$ cat src/rtl/asg_pkg.sv
// asg_pkg: shared types and constants for the series accumulator.
// Holds the FSM state enum, Q8.8 term format constants, default widths
// and helpers that give the saturation limits of a signed field of any width.
package asg_pkg;
    localparam int Q_TERM_W  = 16;
    localparam int Q_FRAC_W  = 8;
    localparam int DEF_CNT_W = 8;
    localparam int DEF_ACC_W = 24;

    typedef enum logic [1:0] {
        IDLE   = 2'd0,
        ACCUM  = 2'd1,
        RESULT = 2'd2
    } state_t;

    function automatic longint sat_max(input int w);
        return (longint'(1) <<< (w - 1)) - 1;
    endfunction

    function automatic longint sat_min(input int w);
        return -(longint'(1) <<< (w - 1));
    endfunction
endpackage

$ cat src/rtl/asg_series_accumulator_if.sv
// asg_series_accumulator_if: term stream, control and result handshake bundle.
// master (host/generator side) drives start, n, term_valid, term_in, sum_ready;
// slave (accumulator) drives busy, sum_valid, sum_out, term_count, overflow.
interface asg_series_accumulator_if
    import asg_pkg::*;
#(
    parameter int TERM_W = Q_TERM_W,
    parameter int CNT_W  = DEF_CNT_W,
    parameter int ACC_W  = DEF_ACC_W
) ();
    logic              start;
    logic [CNT_W-1:0]  n;
    logic              term_valid;
    logic [TERM_W-1:0] term_in;
    logic              busy;
    logic              sum_valid;
    logic              sum_ready;
    logic [ACC_W-1:0]  sum_out;
    logic [CNT_W-1:0]  term_count;
    logic              overflow;

    modport master (
        output start, n, term_valid, term_in, sum_ready,
        input  busy, sum_valid, sum_out, term_count, overflow
    );

    modport slave (
        input  start, n, term_valid, term_in, sum_ready,
        output busy, sum_valid, sum_out, term_count, overflow
    );
endinterface

$ cat src/rtl/asg_sat_add.sv
// asg_sat_add: combinational signed ACC_W adder with overflow flag.
// Ports: i_a, i_b operands; o_sum result; o_ovf signed overflow.
// ASG_ACC_SATURATE_EN: clamp to the signed limits on overflow, else wrap.
module asg_sat_add
    import asg_pkg::*;
#(
    parameter int ACC_W = DEF_ACC_W
) (
    input  logic signed [ACC_W-1:0] i_a,
    input  logic signed [ACC_W-1:0] i_b,
    output logic signed [ACC_W-1:0] o_sum,
    output logic                    o_ovf
);
    logic signed [ACC_W-1:0] w_raw;

    assign w_raw = i_a + i_b;
    // Overflow only when both operands share a sign the result does not.
    assign o_ovf = (i_a[ACC_W-1] == i_b[ACC_W-1]) && (w_raw[ACC_W-1] != i_a[ACC_W-1]);
`ifdef ASG_ACC_SATURATE_EN
    assign o_sum = !o_ovf ? w_raw :
                   i_a[ACC_W-1] ? ACC_W'(sat_min(ACC_W)) : ACC_W'(sat_max(ACC_W));
`else
    assign o_sum = w_raw;
`endif
endmodule

$ cat src/rtl/asg_series_accumulator.sv
// asg_series_accumulator: sums a stream of signed Q8.8 terms into S_n.
// Ports: clk, reset (async, active-high); bus (slave modport) carries
// start/n/term_valid/term_in in and busy/sum_valid/sum_out/term_count/overflow
// out with a sum_valid/sum_ready result handshake.
// ASG_ACC_SATURATE_EN (in asg_sat_add): saturate instead of wrap on overflow.
module asg_series_accumulator
    import asg_pkg::*;
#(
    parameter int TERM_W = Q_TERM_W,
    parameter int FRAC_W = Q_FRAC_W,
    parameter int CNT_W  = DEF_CNT_W,
    parameter int ACC_W  = DEF_ACC_W
) (
    input logic                     clk,
    input logic                     reset,
    asg_series_accumulator_if.slave bus
);
    state_t                  r_state;
    logic [CNT_W-1:0]        r_n;
    logic [CNT_W-1:0]        r_cnt;
    logic signed [ACC_W-1:0] r_acc;
    logic                    r_ovf;
    logic                    r_valid;
    logic                    r_busy;
    logic signed [ACC_W-1:0] w_term;
    logic signed [ACC_W-1:0] w_sum;
    logic                    w_ovf;
    logic [CNT_W-1:0]        w_cnt_nx;

    if (ACC_W < TERM_W || FRAC_W >= TERM_W) begin : g_bad_cfg
        $error("asg_series_accumulator: need ACC_W >= TERM_W and FRAC_W < TERM_W");
    end

    assign w_term   = ACC_W'($signed(bus.term_in));
    assign w_cnt_nx = r_cnt + CNT_W'(1);

    asg_sat_add #(.ACC_W(ACC_W)) u_add (
        .i_a  (r_acc),
        .i_b  (w_term),
        .o_sum(w_sum),
        .o_ovf(w_ovf)
    );

    always_ff @(posedge clk or posedge reset) begin
        if (reset) begin
            r_state <= IDLE;
            r_n     <= '0;
            r_cnt   <= '0;
            r_acc   <= '0;
            r_ovf   <= 1'b0;
            r_valid <= 1'b0;
            r_busy  <= 1'b0;
        end else begin
            case (r_state)
                IDLE: if (bus.start) begin
                    r_n     <= bus.n;
                    r_cnt   <= '0;
                    r_acc   <= '0;
                    r_ovf   <= 1'b0;
                    r_busy  <= 1'b1;
                    r_valid <= bus.n == '0;
                    r_state <= bus.n == '0 ? RESULT : ACCUM;
                end
                ACCUM: if (bus.term_valid) begin
                    r_acc <= w_sum;
                    r_cnt <= w_cnt_nx;
                    r_ovf <= r_ovf | w_ovf;
                    // Final term: result is presented straight from the next cycle.
                    if (w_cnt_nx == r_n) begin
                        r_valid <= 1'b1;
                        r_state <= RESULT;
                    end
                end
                RESULT: if (bus.sum_ready) begin
                    r_valid <= 1'b0;
                    r_busy  <= 1'b0;
                    r_state <= IDLE;
                end
                default: r_state <= IDLE;
            endcase
        end
    end

    assign bus.busy       = r_busy;
    assign bus.sum_valid  = r_valid;
    assign bus.sum_out    = r_acc;
    assign bus.term_count = r_cnt;
    assign bus.overflow   = r_ovf;
endmodule

$ cat src/flat_wrapper.sv
// flat-port wrapper written by rule: the top's interface ports become plain ports
module asg_series_accumulator_flat import asg_pkg::*;
#(
    parameter int TERM_W = Q_TERM_W,
    parameter int FRAC_W = Q_FRAC_W,
    parameter int CNT_W  = DEF_CNT_W,
    parameter int ACC_W  = DEF_ACC_W
)
  (clk, reset, bus_start, bus_n, bus_term_valid, bus_term_in, bus_sum_ready, bus_busy, bus_sum_valid, bus_sum_out, bus_term_count, bus_overflow);
  asg_series_accumulator_if #(.TERM_W(TERM_W), .CNT_W(CNT_W), .ACC_W(ACC_W)) bus_i ();
  input logic clk;
  input logic reset;
  input wire logic [$bits(bus_i.start)-1:0] bus_start;
  input wire logic [$bits(bus_i.n)-1:0] bus_n;
  input wire logic [$bits(bus_i.term_valid)-1:0] bus_term_valid;
  input wire logic [$bits(bus_i.term_in)-1:0] bus_term_in;
  input wire logic [$bits(bus_i.sum_ready)-1:0] bus_sum_ready;
  output wire logic [$bits(bus_i.busy)-1:0] bus_busy;
  output wire logic [$bits(bus_i.sum_valid)-1:0] bus_sum_valid;
  output wire logic [$bits(bus_i.sum_out)-1:0] bus_sum_out;
  output wire logic [$bits(bus_i.term_count)-1:0] bus_term_count;
  output wire logic [$bits(bus_i.overflow)-1:0] bus_overflow;
  assign bus_i.start = bus_start;
  assign bus_i.n = bus_n;
  assign bus_i.term_valid = bus_term_valid;
  assign bus_i.term_in = bus_term_in;
  assign bus_i.sum_ready = bus_sum_ready;
  assign bus_busy = bus_i.busy;
  assign bus_sum_valid = bus_i.sum_valid;
  assign bus_sum_out = bus_i.sum_out;
  assign bus_term_count = bus_i.term_count;
  assign bus_overflow = bus_i.overflow;
  asg_series_accumulator #(.TERM_W(TERM_W), .FRAC_W(FRAC_W), .CNT_W(CNT_W), .ACC_W(ACC_W)) u_core (.clk(clk), .reset(reset), .bus(bus_i));
endmodule
$ cat config.mk
export PLATFORM = sky130hd
export DESIGN_NAME = asg_series_accumulator_flat
export DESIGN_NICKNAME = d
export VERILOG_FILES = /design/src/rtl/asg_pkg.sv /design/src/rtl/asg_series_accumulator_if.sv /design/src/rtl/asg_sat_add.sv /design/src/rtl/asg_series_accumulator.sv /design/src/flat_wrapper.sv
export SDC_FILE = /design/constraint.sdc
export NUM_CORES = 1
export LEC_CHECK = 0
export BUFFER_PORTS_ARGS = -buffer_cell sky130_fd_sc_hd__buf_2
export CORE_MARGIN = 3
export CORE_UTILIZATION = 30
export CTS_BUF_LIST = sky130_fd_sc_hd__clkbuf_8
export DETAILED_ROUTE_END_ITERATION = 16
export SLEW_MARGIN = 20
export SYNTH_ARGS = -nofsm -noshare
export SYNTH_HDL_FRONTEND = slang
export SYNTH_HIERARCHICAL = 1
export SYNTH_SLANG_ARGS = --single-unit
$ cat constraint.sdc
create_clock -name clk -period 7.5 [get_ports clk]
set_input_delay 1.5 -clock clk [delete_from_list [all_inputs] [get_ports clk]]
set_output_delay 1.5 -clock clk [all_outputs]
set_load 0.05 [all_outputs]
# Word-level counts from Yosys, hierarchy flattened

Index checks and enable logic that the tools add are counted.

Reduce and logical (&&, ||, !) cells: 11
Add/subtract/negate cells: 2
Equal/unequal tests: 9
Multiplexer cells: 22
Bitwise operators: 1

Operator list:

| operator                                                                 | number |
|---|---|
| 24-bit 2-to-1 mux                                                        | 2 |
| 24-bit case mux with 2 select lines                                      | 1 |
| 24-bit by 16-bit adder with 24-bit output                                | 1 |
| 8-bit 2-to-1 mux                                                         | 2 |
| 8-bit case mux with 2 select lines                                       | 1 |
| 2-bit 2-to-1 mux                                                         | 5 |
| 8-bit by 1-bit adder with 8-bit output (second input constant)           | 1 |
| 8-bit == test                                                            | 1 |
| 8-bit zero test                                                          | 1 |
| 1-bit 2-to-1 mux                                                         | 7 |
| 2-bit inequality test (second input constant)                            | 3 |
| 2-bit case mux with 3 select lines                                       | 1 |
| 3-bit AND reduction                                                      | 2 |
| 5-bit AND reduction                                                      | 1 |
| 1-bit case mux with 2 select lines                                       | 2 |
| 4-bit AND reduction                                                      | 1 |
| 2-bit nonzero test                                                       | 2 |
| 1-bit case mux with 3 select lines                                       | 1 |
| 3-bit nonzero test                                                       | 1 |
| 2-bit by 1-bit == test with 1-bit output (second input constant)         | 1 |
| 2-bit == test (second input constant)                                    | 1 |
| 2-bit zero test                                                          | 1 |
| 2-bit by 1-bit inequality test with 1-bit output (second input constant) | 1 |
| 2-bit AND reduction                                                      | 1 |
| 4 further kinds                                                          | 4 |

Logic and storage cells: 52
Output and inout port bits: 35
Flip-flop bits (word level): 45
Input port bits: 29

# Longest topological paths before layout

Depth after elaboration: 6
Depth in mapped cells: 10
Depth with buffers taken out: 9

# Modules after synthesis

The synthesis kept the hierarchy.

Modules (own cells, without submodules):

| module                 | seq. area each (um^2) | area an instance (um^2) | times used | cells an instance |
|---|---|---|---|---|
| asg_series_accumulator | 1126.1                | 2118.3                  | 1          | 180 |
| asg_sat_add            | 0.0                   | 1253.7                  | 1          | 170 |

# Least setup slack after synthesis

No wires, ideal clock.

Path kind: input port to flip-flop
From: input bus_term_in[0]
To: register u_core.r_acc[22] (netlist: u_core/bus.sum_out[22])
Setup time: 0.121 ns
Arrival time: 3.363 ns
Required time: 7.379 ns
Path buffers: 0
Slack: 4.016 ns
Stages on the path: 9
Cell sequence: ha_1 -> fa_1 -> a211oi_1 -> o21bai_1 -> a31o_2 -> a21oi_2 -> o311ai_2 -> xor2_1 -> a22o_1

Longest elaborated chain between the ends: 3

RTL lines:

| element                                   | RTL line                     | text |
|---|---|---|
| start, declared                           | flat_wrapper.sv:16           | `input wire logic [$bits(bus_i.term_in)-1:0] bus_term_in;` |
| 24-bit by 16-bit adder with 24-bit output | asg_sat_add.sv:16            | `assign w_raw = i_a + i_b;` |
| named net u_core.w_sum[22]                | asg_series_accumulator.sv:26 | `logic signed [ACC_W-1:0] w_sum;` |
| 24-bit 2-to-1 mux                         | asg_series_accumulator.sv:64 | `ACCUM: if (bus.term_valid) begin` |
| 24-bit case mux with 2 select lines       | asg_series_accumulator.sv:54 | `case (r_state)` |
| end signal, assigned                      | asg_series_accumulator.sv:65 | `r_acc <= w_sum;` |
| end, declared                             | asg_series_accumulator.sv:21 | `logic signed [ACC_W-1:0] r_acc;` |

The timed path passes the listed nets, and every way through them passes these cells. The select of a mux whose other input is x is not followed.
A chain may end at the register's enable or synchronous reset.

# Worst setup path after layout

Ends and elaborated chain as after synthesis.

==> results.py <==
metrics = {
    "place": {
        "port_buffers": 63,
        "dp.final_hpwl_mm": 6.427,
        "place.gp.congestion": 0.8599,
    },
    "pwr": {
        "vdd_drop_max_v": 0.0001418,
        "p_seq_frac": 0.268,
        "clkPwrFrac": 0.139,
        "intPower_mw": 0.7449,
        "pwr-share-comb": 0.593,
        "p_sw_frac": 0.4842,
        "p_leak_nw": 1.846,
        "p_per_area_nw_per_um2": 369.5,
        "p_sw_mw": 0.6994,
    },
    "floorplan": {
        "num_rows": 38,
        "die_h_um": 112.0,
        "start_util": 0.3084,
        "die_area_um2": 12550,
        "io_pins": 64,
        "coreArea_um2": 10940,
        "die-width_um": 112.0,
    },
    "synth": {
        "yosysUniqueCellTypes": 64,
        "synth_warnings": 6,
        "ys_seq_elements": 45,
        "synthCells": 350,
        "synth_largest_area_cell": "dfrtp_1",
        "synth_flop_cell": "dfrtp_1",
        "synthArstFlopShare": 1.000,
        "synth_top_cells_by_area": "dfrtp_1 (33%), ha_1 (10%), a22o_1 (6.5%)",
        "yosysTopAreaCellShare": 0.3340,
        "synth_seq_area_share": 0.3340,
        "synth_edf_count": 0,
        "synthesis.nets": 408,
        "avgSynthCellArea_um2": 9.634,
        "netlist_area_um2": 3372,
    },
    "sta": {
        "final.period_utilization": 0.4641,
        "slew_violations": 0,
        "finalSetupViolations": 0,
        "fin_crit_ns": 3.481,
        "fin_skew_ns": 0.004953,
        "fmax_mhz": 287.3,
        "relSlewSlack": 0.4464,
        "worst_pin_slew_ns": 0.8295,
        "rsz0062_at_grt": "false",
        "tns_ns": 0,
        "finalHoldViolCount": 0,
    },
    "setup_path": {
        "worst-endpoint-required_ns": 7.69,
        "worst_path_max_delay_cell": "fa_1",
        "slowest_delay_ns": 0.44,
        "r2r_end": "u_core/bus.sum_out[22]",
        "rrSetupSlack_ns": 4.88,
        "start_kind": "input pin",
        "cp.arrival_ns": 3.67,
        "critPathBufInv": 1,
        "crit_start": "bus_term_in[0]",
        "reg2regPathDepth": 9,
        "critPathCaptureType": "flip-flop",
        "cp_top_family": "compound AO/OA/AOI/OAI gates",
        "crit_type": "in -> reg",
        "cp.depth": 10,
        "r2r-start": "u_core/bus.sum_out[0]",
        "critPathMaxFanout": 4,
        "cp-endpoint": "u_core/bus.sum_out[22]",
        "crit_chain": "buf_2, ha_1, fa_1, a211oi_1, o21bai_1, a31o_2, a21oi_2, o311ai_2, xor2_1, a22o_1",
    },
    "global_route": {
        "grt_pass1_vias": 2952,
        "grt_pass1_wl_mm": 14.36,
        "grt_max_degree": 46,
        "grt_overflow": 0,
        "antenna_found_initial": 0,
        "grt_use_total": 0.1372,
    },
    "cts": {
        "clkSlewWorstSetupHoldPaths_ns": 0.09,
        "post_cts_resize_count": 0,
        "cts_hold_buffers": 0,
        "clock_sinks": 45,
        "htreeDepth": 2,
        "clock_latency_ns": 0.30,
        "cts_buffers": 5,
        "cts_buffer_depth": 2,
        "root_buffer": "clkbuf_8",
        "post_cts_buffers": 0,
        "cts_tree": "yes",
    },
    "routing": {
        "viasPerCell": 5.297,
        "drc_errors": 0,
        "drt-initial-drc-count": 186,
        "ant_nets": 0,
        "drt_wl_total_mm": 8.594,
        "first_pass_iters": 4,
        "vias": 2903,
        "wl_per_cell_um": 15.68,
    },
    "layout": {
        "final_cell_mix": "buf_2 (63), dfrtp_1 (45), nand2_1 (33), ha_1 (28), a22o_1 (25)",
        "fin_nets": 465,
        "mostFrequentLayoutCell": "buf_2",
        "syn2layout_area_growth_pct": 15.92,
        "utilization": 0.3574,
        "fillCellCount": 1145,
        "drive_above_1_share": 0.2647,
        "antenna_cells": 0,
    },
    "run_status": {
        "status": "finished clean",
    },
    "min_path": {
        "hp-class": "reg -> reg",
    },
    "flow_run": {
        "timing.max_cap.violations": 0,
    },
}
state kept, by name, indices dropped and copies added (netlist names):
register,count
u_core/bus.busy,1
u_core/r_state,2
u_core/bus.sum_valid,1
u_core/bus.overflow,1
u_core/bus.term_count,8
u_core/r_n,8
u_core/bus.sum_out,24
power groups by stage:
stage / Clock (mW) / Sequential (mW) / Combinational (mW)
2_1_floorplan: 0 / 0.536 / 0.533
3_3_place_gp: 0 / 0.390 / 0.843
3_5_place_dp: 0 / 0.392 / 0.855
4_1_cts: 0.210 / 0.388 / 0.858
5_1_grt: 0.222 / 0.399 / 0.933
6_report: 0.200 / 0.387 / 0.857
synthesized netlist by cell type (all sizes together), types with 3 or more instances:
cell type  count
xor2          11
o21bai         3
o41ai          3
o21ai         26
nor2          13
buf            4
and3           5
dfrtp         45
a31oi          8
clkbuf         9
nand3         10
a22o          25
nor3           4
a21oi         28
mux2           9
ha            28
nand2b         3
a211oi         3
xnor2         20
or3            4
nand4          8
nand2         34
o211ai         4
inv            8
metrics by stage:
stage	power [mW]	setup slack (ns)	hold WS (ns)	area (µm²)	std cells
after floorplan	1.069	4.016	0.4995	3372	350
after global placement	1.233	3.760	0.4947	3786	540
after detailed placement	1.247	3.717	0.5094	3786	540
after CTS	1.456	4.037	0.5328	3906	548
after global routing	1.554	3.920	0.5655	3909	548
final	1.444	4.019	0.5303	3909	548
worst min path at each step:
stage,depth (start not counted),end,start,slack (ns)
after global routing,1,u_core/bus.sum_out[2],u_core/bus.sum_out[2],0.57
after detailed placement,2,u_core/bus.busy,u_core/bus.busy,0.51
after global placement,2,u_core/bus.busy,u_core/bus.busy,0.49
after floorplan,1,u_core/r_n[0],u_core/r_n[0],0.50
final,1,u_core/bus.sum_out[0],u_core/bus.sum_out[0],0.53
after CTS,2,u_core/bus.busy,u_core/bus.busy,0.53
kinds of logic (layout without fill, tap and decap cells):
group	after synthesis	in the layout	share of synthesized area
adders and majority gates	29	29	0.1098
xor gates and xnor gates	33	33	0.09536
and+or+nand+nor	96	96	0.1462
muxes	11	11	0.03599
DFF	45	45	0.3340
buffers and inverters	22	80	0.03377
AOI/OAI and AO/OA	114	114	0.2449
layer usage:
layer	vias up	track usage	routed length [µm]
met5	-	0	0
met4	0	0.03045	91
met3	9	0.02857	387
met2	67	0.2254	4042
met1	1408	0.1874	4072
li1	1419	-	-
layout make-up:
class | count | area, µm² | share of cell area
well taps | 140 | 175.2 | 0.04481
repair buffers | 64 | 322.8 | 0.08259
clock buffers | 6 | 82.58 | 0.02113
flip-flops and latches | 45 | 1126 | 0.2881
inverters | 8 | 31.28 | 0.008003
clock inverters | 2 | 37.54 | 0.009603
multi-input cells | 283 | 2133 | 0.5458
(Power assumes the default switching activity.)
